<file path="src/rtl/mux_nto1_rr.sv">
// N-to-1 data multiplexer with fixed-select or round-robin arbitration,
// feeding a one-entry registered output stage with valid/ready handshaking.
module mux_nto1_rr #(
    parameter int WIDTH = 4,
    parameter int NCH   = 4,
    parameter int SELW  = 2
) (
    input  logic                   clk,
    input  logic                   rst,
    input  logic [NCH*WIDTH-1:0]   inp,
    input  logic [NCH-1:0]         inp_valid,
    output logic [NCH-1:0]         inp_ready,
    input  logic [SELW-1:0]        sel,
    input  logic                   mode,
    output logic [WIDTH-1:0]       out,
    output logic                   out_valid,
    input  logic                   out_ready,
    output logic [SELW-1:0]        out_ch
);

    logic [WIDTH-1:0] r_out;
    logic [SELW-1:0]  r_out_ch;
    logic [SELW-1:0]  r_ptr;
    logic             r_out_valid;

    logic             w_load_en;
    logic             w_gnt_vld;
    logic [SELW-1:0]  w_gnt;
    logic [WIDTH-1:0] w_gnt_data;
    logic [SELW-1:0]  w_ptr_nxt;
    logic             w_xfer;

    assign w_load_en = !r_out_valid || out_ready;
    assign w_xfer    = w_load_en && w_gnt_vld;

    // Round-robin picks the valid channel at the smallest rotated distance from r_ptr.
    always_comb begin
        int unsigned w_best_d;
        int unsigned w_d;
        int unsigned w_ptr_i;
        w_gnt_vld  = 1'b0;
        w_gnt      = '0;
        w_gnt_data = '0;
        w_best_d   = NCH;
        w_d        = 0;
        w_ptr_i    = 32'(r_ptr);
        for (int unsigned i = 0; i < NCH; i++) begin
            if (mode) begin
                w_d = (i >= w_ptr_i) ? (i - w_ptr_i) : (i + NCH - w_ptr_i);
                if (inp_valid[i] && (w_d < w_best_d)) begin
                    w_best_d   = w_d;
                    w_gnt_vld  = 1'b1;
                    w_gnt      = SELW'(i);
                    w_gnt_data = inp[i*WIDTH +: WIDTH];
                end
            end else if (inp_valid[i] && (32'(sel) == i)) begin
                w_gnt_vld  = 1'b1;
                w_gnt      = SELW'(i);
                w_gnt_data = inp[i*WIDTH +: WIDTH];
            end
        end
    end

    assign w_ptr_nxt = (w_gnt == SELW'(NCH - 1)) ? '0 : (w_gnt + SELW'(1));
    assign inp_ready = (w_xfer && !rst) ? (NCH'(1) << w_gnt) : '0;

    always_ff @(posedge clk or posedge rst) begin
        if (rst) begin
            r_out       <= '0;
            r_out_ch    <= '0;
            r_out_valid <= 1'b0;
            r_ptr       <= '0;
        end else begin
            if (w_load_en) begin
                if (w_gnt_vld) begin
                    r_out       <= w_gnt_data;
                    r_out_ch    <= w_gnt;
                    r_out_valid <= 1'b1;
                end else begin
                    r_out_valid <= 1'b0;
                end
            end
            if (mode && w_xfer) begin
                r_ptr <= w_ptr_nxt;
            end
        end
    end

    assign out       = r_out;
    assign out_ch    = r_out_ch;
    assign out_valid = r_out_valid;

endmodule

</file>
<file path="config.mk">
export PLATFORM = sky130hd
export DESIGN_NAME = mux_nto1_rr
export DESIGN_NICKNAME = d
export VERILOG_FILES = /design/src/rtl/mux_nto1_rr.sv
export SDC_FILE = /design/constraint.sdc
export NUM_CORES = 1
export LEC_CHECK = 0
export BUFFER_PORTS_ARGS = -buffer_cell sky130_fd_sc_hd__buf_2
export CAP_MARGIN = 15
export CORE_UTILIZATION = 45
export CTS_CLUSTER_SIZE = 10
export DETAILED_ROUTE_END_ITERATION = 7
export GPL_ROUTABILITY_DRIVEN = 0
export PLACE_DENSITY = 0.68
export SETUP_SLACK_MARGIN = 0.4
export SKIP_LAST_GASP = 1
export SLEW_MARGIN = 30
export SYNTH_ARGS = -nofsm -noshare
export SYNTH_HDL_FRONTEND = slang
export SYNTH_SLANG_ARGS = --single-unit
export TNS_END_PERCENT = 1
</file>
<file path="constraint.sdc">
create_clock -name clk -period 8.4 [get_ports clk]
set_clock_uncertainty 0.1 [all_clocks]
set_input_delay 1.26 -clock clk [delete_from_list [all_inputs] [get_ports clk]]
set_output_delay 1.26 -clock clk [all_outputs]
set_load 0.01 [all_outputs]
</file>
==> results of run 1 <==
cells in the mapped netlist, types with 2 or more instances:
master / n / area [sq um]
a211o_1: 3 / 26.3
a21oi_1: 15 / 75.1
a311oi_1: 4 / 35.0
a31oi_1: 9 / 56.3
and2_1: 7 / 43.8
and3_1: 5 / 31.3
clkbuf_1: 3 / 11.3
dfrtp_1: 9 / 225
ha_1: 14 / 175
inv_1: 9 / 33.8
mux2_1: 2 / 22.5
mux2i_1: 4 / 40.0
nand2_1: 5 / 18.8
nand2b_1: 2 / 12.5
nand3_1: 7 / 35.0
nor2_1: 8 / 30.0
o21a_1: 3 / 22.5
o21ai_0: 9 / 45.0
o31ai_1: 5 / 37.5
worst max-delay path: cells and delay by family:
kind	cells	cell delay [ns]
fa+ha+maj	4	0.99
compound gates	9	2.33
buf+inv	3	0.55
simple gates	8	1.08
power by group through the flow:
stage	Combinational (mW)	Clock [mW]	Sequential [mW]
global placement	0.209	0	0.0819
CTS	0.217	0.0355	0.0827
global route	0.248	0.0376	0.0863
detailed placement	0.215	0	0.0832
floorplan	0.154	0	0.0866
finish	0.219	0.0350	0.0827
through the flow:
stage                     cells  hold WS, ns  util [%]
final                       214        0.410      57.6
after detailed placement    210        0.400      55.9
after floorplan             149        0.452         -
after global placement      210        0.404      55.9
after global routing        214        0.437      57.6
after CTS                   214        0.417      57.0
worst max path at each step:
stage	from	end	slack, ns	cells after the start
after floorplan	mode	inp_ready[2]	1.63	24
after global placement	mode	inp_ready[2]	0.91	23
after detailed placement	mode	inp_ready[2]	0.76	23
after CTS	mode	inp_ready[2]	0.74	23
after global routing	mode	inp_ready[2]	0.42	24
final	mode	inp_ready[2]	0.83	24
cell type report:
type	instances	area share, %
flip-flops and latches	9	15.6
repair buffers	36	12.7
well taps	30	2.61
multi-input cells	126	64.9
clock buffers	4	1.82
inverters	9	2.35
cell families after synthesis:
family | share of synthesized area [%]
AO/OA/AOI/OAI | 32.7
AND/OR/NAND/NOR | 21.2
buffers and inverters | 5.09
adder cells (fa/ha/maj) | 14.6
flip-flops | 18.7
multiplexers | 7.38
other | 0.312
what timing repair did:
| action | CTS | global route |
|---|---|---|
| endpoints found under the hold margin | 0 | 0 |
| setup endpoints to repair | 0 | 3 |
| gates resized for setup | 0 | 2 |
routing by layer:
metal / GRT usage, % / wire [um]
met5: 0 / 0
met4: 7.46 / 63
met3: 3.67 / 158
met2: 38.9 / 1450
met1: 30.8 / 1390
registers in the layout, summed over array words and instances (netlist names):
signal / flops
r_ptr: 2
out_valid: 1
out_ch: 2
out: 4
==> impl_metrics.json, run 1 <==
{
  "multi_input_area_sq_um": 935,
  "r2r-end": "r_ptr[1]$_DFFE_PP0P_",
  "path_common_cell": "ha_1",
  "h-tree-depth": 1,
  "ys.flop_type": "dfrtp_1",
  "powerDensity_mw_per_mm2": 234,
  "async_flop_share_pct": 100,
  "cp.required_ns": 7.04,
  "seq_area_frac_synth_pct": 18.7,
  "areaGrowthSynthToFinish_pct": 19.6,
  "final.setup.tns_ns": 0,
  "synth.distinct_cells": 44,
  "cts_root_buf": "clkbuf_4",
  "hp-class": "register to register",
  "critPathCaptureType": "output port",
  "p_sw_uw": 158,
  "whs_path_depth": 1,
  "place_ws_ns": 0.760,
  "setup_viol": 0,
  "drive_above_1_share_pct": 26.6,
  "yosys_warnings": 0,
  "leakage_nw": 0.701,
  "synth_edf_count": 0,
  "p_total_uw": 337,
  "synthCells": 148,
  "core.rowCount": 18,
  "fillers": 237,
  "grt_max_degree": 30,
  "rsz0062_at_grt": "false",
  "final_hold_viol_count": 0,
  "drc_errors": 0,
  "clock-sinks": 9,
  "slew_viol_final": 0,
  "wl_per_cell_um": 14.3,
  "crit_fanout": 29,
  "worstReg2RegStart": "r_ptr[0]$_DFFE_PP0P_",
  "most-common-layout-cells": "35 x buf_2, 15 x a21oi_1, 14 x ha_1",
  "cts_buffers": 3,
  "syn_area_sq_mm": 0.00120,
  "seq_area_sq_um": 225,
  "num-nets-final": 225,
  "max_freq_ghz": 0.132,
  "seqPwrFrac_pct": 24.5,
  "period_needed_ns": 7.57,
  "num_antenna_cells": 0,
  "fp.coreArea_sq_mm": 0.00250,
  "tritoncts": "yes",
  "yosys_register_bits": 9,
  "port_buffers": 36,
  "clockPowerShare_pct": 10.4,
  "post-cts-setup-buffer-count": 0,
  "r2r_cells": 23,
  "path_clk_slew_ns": 0.06,
  "layout_commonest_cell": "buf_2",
  "vias_per_cell": 6.07,
  "syn_area_per_cell_sq_um": 8.13,
  "ant_nets": 0,
  "ioPinCount": 37,
  "track_usage_pct": 23.5,
  "power_frac_comb_pct": 65.1,
  "tightest_slew_ns": 0.585,
  "initial_core_util_pct": 48.1,
  "cts_hold_buffers": 0,
  "whs_endpoint": "out_ch[0]$_DFFE_PP0P_",
  "ctsLongestPathBuffers": 2,
  "rrSetupSlack_ns": 2.65,
  "die_w_um": 53.7,
  "cpMaxStageDelayCell": "a211o_1",
  "switching_share_pct": 46.9,
  "slowest_delay_ns": 0.40,
  "fin_crit_sh_pct": 90.1,
  "path_cells": "clkbuf_4 > and2_1 > nand2b_1 > ha_1 > o21ai_1 > o211ai_1 > nand2_1 > o21ai_0 > ha_1 > a211o_1 > a211o_1 > nor2_1 > nand2_1 > o21ai_0 > nand2_1 > ha_1 > nor2_1 > a211o_1 > a21o_1 > a21oi_1 > inv_1 > ha_1 > and3_1 > buf_2",
  "final_area_sq_mm": 0.00144,
  "setup.worst_path.start_class": "input pin",
  "die_y_um": 53.7,
  "worstPathArrival_ns": 6.21,
  "antenna_found_initial": 0,
  "dpl_cell_area_sq_mm": 0.00140,
  "worst_slack_ns": 0.830,
  "slew_headroom_pct": 60.4,
  "via_count": 1299,
  "clk_latency_ns": 0.27,
  "hold_start": "out_ch[0]$_DFFE_PP0P_",
  "grt_overflow": 0,
  "routed_wl_um": 3070,
  "dieArea_sq_mm": 0.00289,
  "grt_pass1_vias": 1131,
  "setup.worst_path.class": "input pin to output port",
  "power.internal_uw": 179,
  "place_hpwl_um": 2430,
  "status": "completed",
  "vdd_ir_drop_max_mv": 0.184,
  "max_cap_viol_count": 0,
  "grt_pass1_wl_um": 4980,
  "firstDrtPassIters": 4,
  "dr.first_iter.drc_count": 33
}
Power figures use the tool's default switching activity.
==> run 2, diff against run 1 <==
--- a/config.mk
+++ b/config.mk
@@ -5,8 +5,9 @@
 export SDC_FILE = /design/constraint.sdc
 export NUM_CORES = 1
 export LEC_CHECK = 0
-export BUFFER_PORTS_ARGS = -buffer_cell sky130_fd_sc_hd__buf_2
+export BUFFER_PORTS_ARGS = -buffer_cell sky130_fd_sc_hd__buf_4
 export CAP_MARGIN = 15
+export CORE_ASPECT_RATIO = 0.6
 export CORE_UTILIZATION = 45
 export CTS_CLUSTER_SIZE = 10
 export DETAILED_ROUTE_END_ITERATION = 7
==> run 2 against run 1 <==
Against the previous run:
- maximum frequency increased by 0.61%
- worst hold slack better by 0.017 ns
- critical path depth unchanged
- sequential power hardly changed
- combinational power increased by 7%
- die area rose by 0.23%
- critical endpoint unchanged
==> impl_metrics.json, run 2 (synthesis results as in run 1) <==
{
  "critPathCapture": "inp_ready[2]",
  "vdd_ir_drop_max_mv": 0.109,
  "setup_viol": 0,
  "worstPathArrival_ns": 6.16,
  "largest_reg_flops": 4,
  "cts_hold_buffers": 0,
  "grt_overflow": 0,
  "post-cts-setup-buffer-count": 0,
  "core.rowCount": 14,
  "max_cap_viol_count": 0,
  "rrSetupSlack_ns": 2.76,
  "layout_commonest_cell": "buf_4",
  "cts_buffers": 3,
  "fp.coreArea_sq_mm": 0.00252,
  "die_y_um": 42.1,
  "ctsLongestPathBuffers": 2,
  "areaGrowthSynthToFinish_pct": 28.4,
  "port_buffers": 36,
  "cp.required_ns": 7.04,
  "r2r_cells": 23,
  "fin_crit_sh_pct": 89.6,
  "worstReg2RegStart": "r_ptr[0]$_DFFE_PP0P_",
  "leakage_nw": 0.736,
  "slew_headroom_pct": 40.3,
  "final_hold_viol_count": 0,
  "crit_fanout": 29,
  "powerDensity_mw_per_mm2": 238,
  "cts_root_buf": "clkbuf_8",
  "tightest_slew_ns": 0.884,
  "grt_pass1_vias": 1154,
  "ant_nets": 0,
  "hp-class": "register to register",
  "h-tree-depth": 1,
  "place_hpwl_um": 2500,
  "via_count": 1268,
  "period_needed_ns": 7.52,
  "grt_pass1_wl_um": 5010,
  "vias_per_cell": 5.87,
  "met3_usage_pct": 7.34,
  "cts_resized": 0,
  "dieArea_sq_mm": 0.00289,
  "r2r-end": "r_ptr[1]$_DFFE_PP0P_",
  "track_usage_pct": 23.0,
  "setup.worst_path.start_class": "input pin",
  "status": "completed",
  "slew_viol_final": 0,
  "critPathCaptureType": "output port",
  "grt_util_met1_pct": 33.2,
  "busiest_layer": "met2",
  "tritoncts": "yes",
  "initial_core_util_pct": 47.7,
  "clock-sinks": 9,
  "met2_usage_pct": 34.1,
  "drive_above_1_share_pct": 26.6,
  "drc_errors": 0,
  "dr.first_iter.drc_count": 103,
  "most-common-layout-cells": "36 x buf_4, 15 x a21oi_1, 14 x ha_1",
  "setup.worst_path.class": "input pin to output port",
  "holdWs_ns": 0.427,
  "ioPinCount": 37,
  "max_freq_ghz": 0.133,
  "final.setup.tns_ns": 0,
  "antenna_found_initial": 0,
  "die_w_um": 68.8,
  "routed_wl_um": 3110,
  "worstSetupStartpoint": "mode",
  "path_clk_slew_ns": 0.05,
  "firstDrtPassIters": 4,
  "rsz0062_at_grt": "false",
  "wl_per_cell_um": 14.4,
  "grt_max_degree": 30,
  "num-nets-final": 225,
  "clk_latency_ns": 0.24,
  "num_antenna_cells": 0
}
-- run 2: through the flow --
step | util [%] | instances | power [mW] | cell area [sq um] | worst slack (ns)
2_1_floorplan | - | 149 | 0.240 | 1210 | 1.63
5_1_grt | 61.3 | 216 | 0.404 | 1550 | 0.477
6_report | 61.3 | 216 | 0.368 | 1550 | 0.876
3_3_place_gp | 59.1 | 212 | 0.309 | 1490 | 0.994
4_1_cts | 60.9 | 216 | 0.364 | 1540 | 0.878
3_5_place_dp | 59.1 | 212 | 0.311 | 1490 | 0.875
-- run 2: worst max-delay path, stage by stage --
cell	delay, ns
buf_4	0.26
and2_1	0.23
nand2b_1	0.10
ha_1	0.29
o21ai_1	0.33
o211ai_1	0.30
nand2_1	0.14
o21ai_0	0.13
ha_1	0.24
a211o_1	0.26
a211o_1	0.39
nor2_2	0.22
nand2_1	0.07
o21ai_0	0.07
nand2_1	0.08
ha_1	0.22
a211oi_1	0.22
a211o_1	0.20
o21a_1	0.33
o21ba_2	0.25
inv_1	0.07
ha_1	0.18
and3_1	0.16
buf_4	0.14
-- run 2: layout make-up --
cell class | instances | area [sq um]
inverters | 9 | 33.8
repair buffers | 36 | 270
multi-input cells | 126 | 931
well taps | 32 | 40.0
clock buffers | 4 | 45.0
fillers | 238 | 977
flip-flops and latches | 9 | 225
-- run 2: routing by layer --
layer	up-vias	routed length, um	part of all wire (%)
li1	632	-	-
met1	584	1540	50
met2	52	1300	42
met3	0	272	8.7
met4	0	0	0
met5	-	0	0
-- run 2: worst min path at each step --
| stage | endpoint | cells past startpoint | startpoint | slack, ns |
|---|---|---|---|---|
| finish | out_ch[0]$_DFFE_PP0P_ | 1 | out_ch[0]$_DFFE_PP0P_ | 0.43 |
| detailed placement | out_ch[0]$_DFFE_PP0P_ | 1 | out_ch[0]$_DFFE_PP0P_ | 0.41 |
| global route | out_ch[0]$_DFFE_PP0P_ | 1 | out_ch[0]$_DFFE_PP0P_ | 0.43 |
| floorplan | out_ch[0]$_DFFE_PP0P_ | 1 | out_ch[0]$_DFFE_PP0P_ | 0.45 |
| CTS | out_ch[0]$_DFFE_PP0P_ | 1 | out_ch[0]$_DFFE_PP0P_ | 0.42 |
| global placement | out_ch[0]$_DFFE_PP0P_ | 1 | out_ch[0]$_DFFE_PP0P_ | 0.40 |
-- run 2: power breakdown --
part           internal, mW  switching [mW]  leakage (nW)  total (mW)
Clock                0.0331          0.0179        0.0228      0.0510
Sequential           0.0639          0.0189         0.103      0.0828
Combinational         0.110           0.124         0.610       0.234
==> run 3, diff against run 2 <==
--- a/config.mk
+++ b/config.mk
@@ -8,11 +8,11 @@
 export BUFFER_PORTS_ARGS = -buffer_cell sky130_fd_sc_hd__buf_4
 export CAP_MARGIN = 15
 export CORE_ASPECT_RATIO = 0.6
-export CORE_UTILIZATION = 45
+export CORE_UTILIZATION = 23
 export CTS_CLUSTER_SIZE = 10
 export DETAILED_ROUTE_END_ITERATION = 7
 export GPL_ROUTABILITY_DRIVEN = 0
-export PLACE_DENSITY = 0.68
+export PLACE_DENSITY = 0.39
 export SETUP_SLACK_MARGIN = 0.4
 export SKIP_LAST_GASP = 1
 export SLEW_MARGIN = 30
==> run 3 against run 2 <==
Against the previous run:
- critical path depth unchanged
- sequential share of layout area down 0.41 points
- critical path type unchanged
- design area grew 2.9%
- first-iteration DRC count shrank 61%
- non-clock buffer count is the same
- largest cell class unchanged
- wire length grew 18%
- maximum frequency increased by 0.19%
==> impl_metrics.json, run 3 (synthesis results as in run 1) <==
{
  "num-nets-final": 225,
  "largest_reg_flops": 4,
  "vias_per_cell": 5.13,
  "routed_wl_um": 3670,
  "final_hold_viol_count": 0,
  "switching_share_pct": 44.5,
  "cp_num_buf_inv": 3,
  "p_sw_uw": 165,
  "powerDensity_mw_per_mm2": 234,
  "whs_endpoint": "out_ch[0]$_DFFE_PP0P_",
  "p_total_uw": 372,
  "cp.required_ns": 7.04,
  "hold_start": "out_ch[0]$_DFFE_PP0P_",
  "path_cells": "buf_4 > and2_1 > nand2b_1 > ha_1 > o21ai_1 > o211ai_1 > nand2_1 > o21ai_0 > ha_1 > a211o_1 > a211o_1 > nor2_2 > nand2_1 > o21ai_0 > nand2_1 > ha_1 > nor2_1 > a211o_1 > a21o_1 > a21oi_1 > inv_1 > ha_1 > and3_1 > buf_4",
  "drc_errors": 0,
  "tightest_slew_ns": 0.642,
  "whs_path_depth": 1,
  "grt_max_degree": 30,
  "setup_viol": 0,
  "max_freq_ghz": 0.133,
  "status": "completed",
  "seqPwrFrac_pct": 22.4,
  "r2r-end": "r_ptr[1]$_DFFE_PP0P_",
  "worstPathArrival_ns": 6.15,
  "clock-sinks": 9,
  "via_count": 1268,
  "setup.worst_path.class": "input pin to output port",
  "vdd_ir_drop_max_mv": 0.0854,
  "met3_usage_pct": 3.67,
  "grt_util_met1_pct": 20.2,
  "final_area_sq_mm": 0.00159,
  "wl_per_cell_um": 14.8,
  "path_clk_slew_ns": 0.05,
  "slew_viol_final": 0,
  "hp-class": "register to register",
  "r2r_cells": 23,
  "grt_pass1_vias": 1225,
  "crit_family": "compound AO/OA/AOI/OAI gates",
  "rsz0062_at_grt": "false",
  "slew_headroom_pct": 56.6,
  "path_common_cell": "ha_1",
  "rrSetupSlack_ns": 2.69,
  "leakage_nw": 0.737,
  "setup.worst_path.start_class": "input pin",
  "fp.coreArea_sq_mm": 0.00480,
  "cpMaxStageDelayCell": "a211o_1",
  "track_usage_pct": 14.2,
  "final.setup.tns_ns": 0,
  "core.rowCount": 19,
  "antenna_found_initial": 0,
  "tritoncts": "yes",
  "cts_hold_buffers": 0,
  "place_hpwl_um": 2950,
  "dr.first_iter.drc_count": 40,
  "multi_input_area_sq_um": 937,
  "port_buffers": 36,
  "ioPinCount": 37,
  "met2_usage_pct": 22.1,
  "clockPowerShare_pct": 14.2,
  "period_needed_ns": 7.51,
  "num_antenna_cells": 0,
  "slowest_delay_ns": 0.40,
  "power_frac_comb_pct": 63.4,
  "ctsLongestPathBuffers": 2,
  "worstReg2RegStart": "r_ptr[0]$_DFFE_PP0P_",
  "areaGrowthSynthToFinish_pct": 32.1,
  "grt_overflow": 0,
  "cts_buffers": 3,
  "fillers": 507,
  "drive_above_1_share_pct": 27.2,
  "fin_crit_sh_pct": 89.4,
  "seq_area_sq_um": 225,
  "most-common-layout-cells": "36 x buf_4, 15 x a21oi_1, 14 x ha_1",
  "crit_fanout": 29,
  "clk_latency_ns": 0.24,
  "ant_nets": 0,
  "firstDrtPassIters": 4,
  "cts_root_buf": "clkbuf_8",
  "grt_pass1_wl_um": 5910,
  "die_y_um": 58.0,
  "max_cap_viol_count": 0,
  "h-tree-depth": 1,
  "die_w_um": 95.4,
  "dpl_cell_area_sq_mm": 0.00153,
  "initial_core_util_pct": 25.1,
  "busiest_layer": "met2",
  "power.internal_uw": 206,
  "critPathCaptureType": "output port",
  "dieArea_sq_mm": 0.00554,
  "layout_commonest_cell": "buf_4"
}
run 3: cell counts in the layout (fill, tap and decap cells not counted):
Identical to the previous run, type by type.
run 3: power by group through the flow:
| stage | Clock, mW | Combinational (mW) | Sequential [mW] |
|---|---|---|---|
| 2_1_floorplan | 0 | 0.154 | 0.0866 |
| 3_3_place_gp | 0 | 0.234 | 0.0836 |
| 3_5_place_dp | 0 | 0.233 | 0.0842 |
| 4_1_cts | 0.0549 | 0.235 | 0.0836 |
| 5_1_grt | 0.0572 | 0.267 | 0.0863 |
| 6_report | 0.0529 | 0.236 | 0.0832 |
run 3: worst max path at each step:
stage                     start            to  slack, ns  cells after the start
after detailed placement   mode  inp_ready[2]       0.81                     24
after global placement     mode  inp_ready[2]       0.78                     23
after CTS                  mode  inp_ready[2]       0.81                     24
after global routing       mode  inp_ready[2]       0.45                     24
after floorplan            mode  inp_ready[2]       1.63                     24
final                      mode  inp_ready[2]       0.89                     24
run 3: layer usage:
layer | vias up | routed length [um] | share of wire, %
met3 | 0 | 155 | 4.2
met5 | - | 0 | 0
met2 | 32 | 1640 | 45
li1 | 631 | - | -
met1 | 605 | 1870 | 51
met4 | 0 | 0 | 0
run 3: per-stage QoR:
stage | utilization [%] | hold WS (ns) | setup slack, ns | cells
final | 33.1 | 0.429 | 0.890 | 247
after global routing | 33.1 | 0.447 | 0.447 | 247
after global placement | 31.8 | 0.402 | 0.778 | 243
after floorplan | - | 0.452 | 1.63 | 149
after CTS | 32.8 | 0.421 | 0.811 | 247
after detailed placement | 31.8 | 0.410 | 0.809 | 243
run 3: cell type report:
cell class	count	area share, %
Clock buffer	4	2.83
Inverter	9	2.12
Multi-Input combinational cell	126	58.9
Sequential cell	9	14.2
Tap cell	63	4.96
Timing Repair Buffer	36	17.0
run 3: what timing repair did:
action	in CTS	in global routing
buffers inserted	0	0
resized for setup	0	2
setup endpoints to repair	0	3
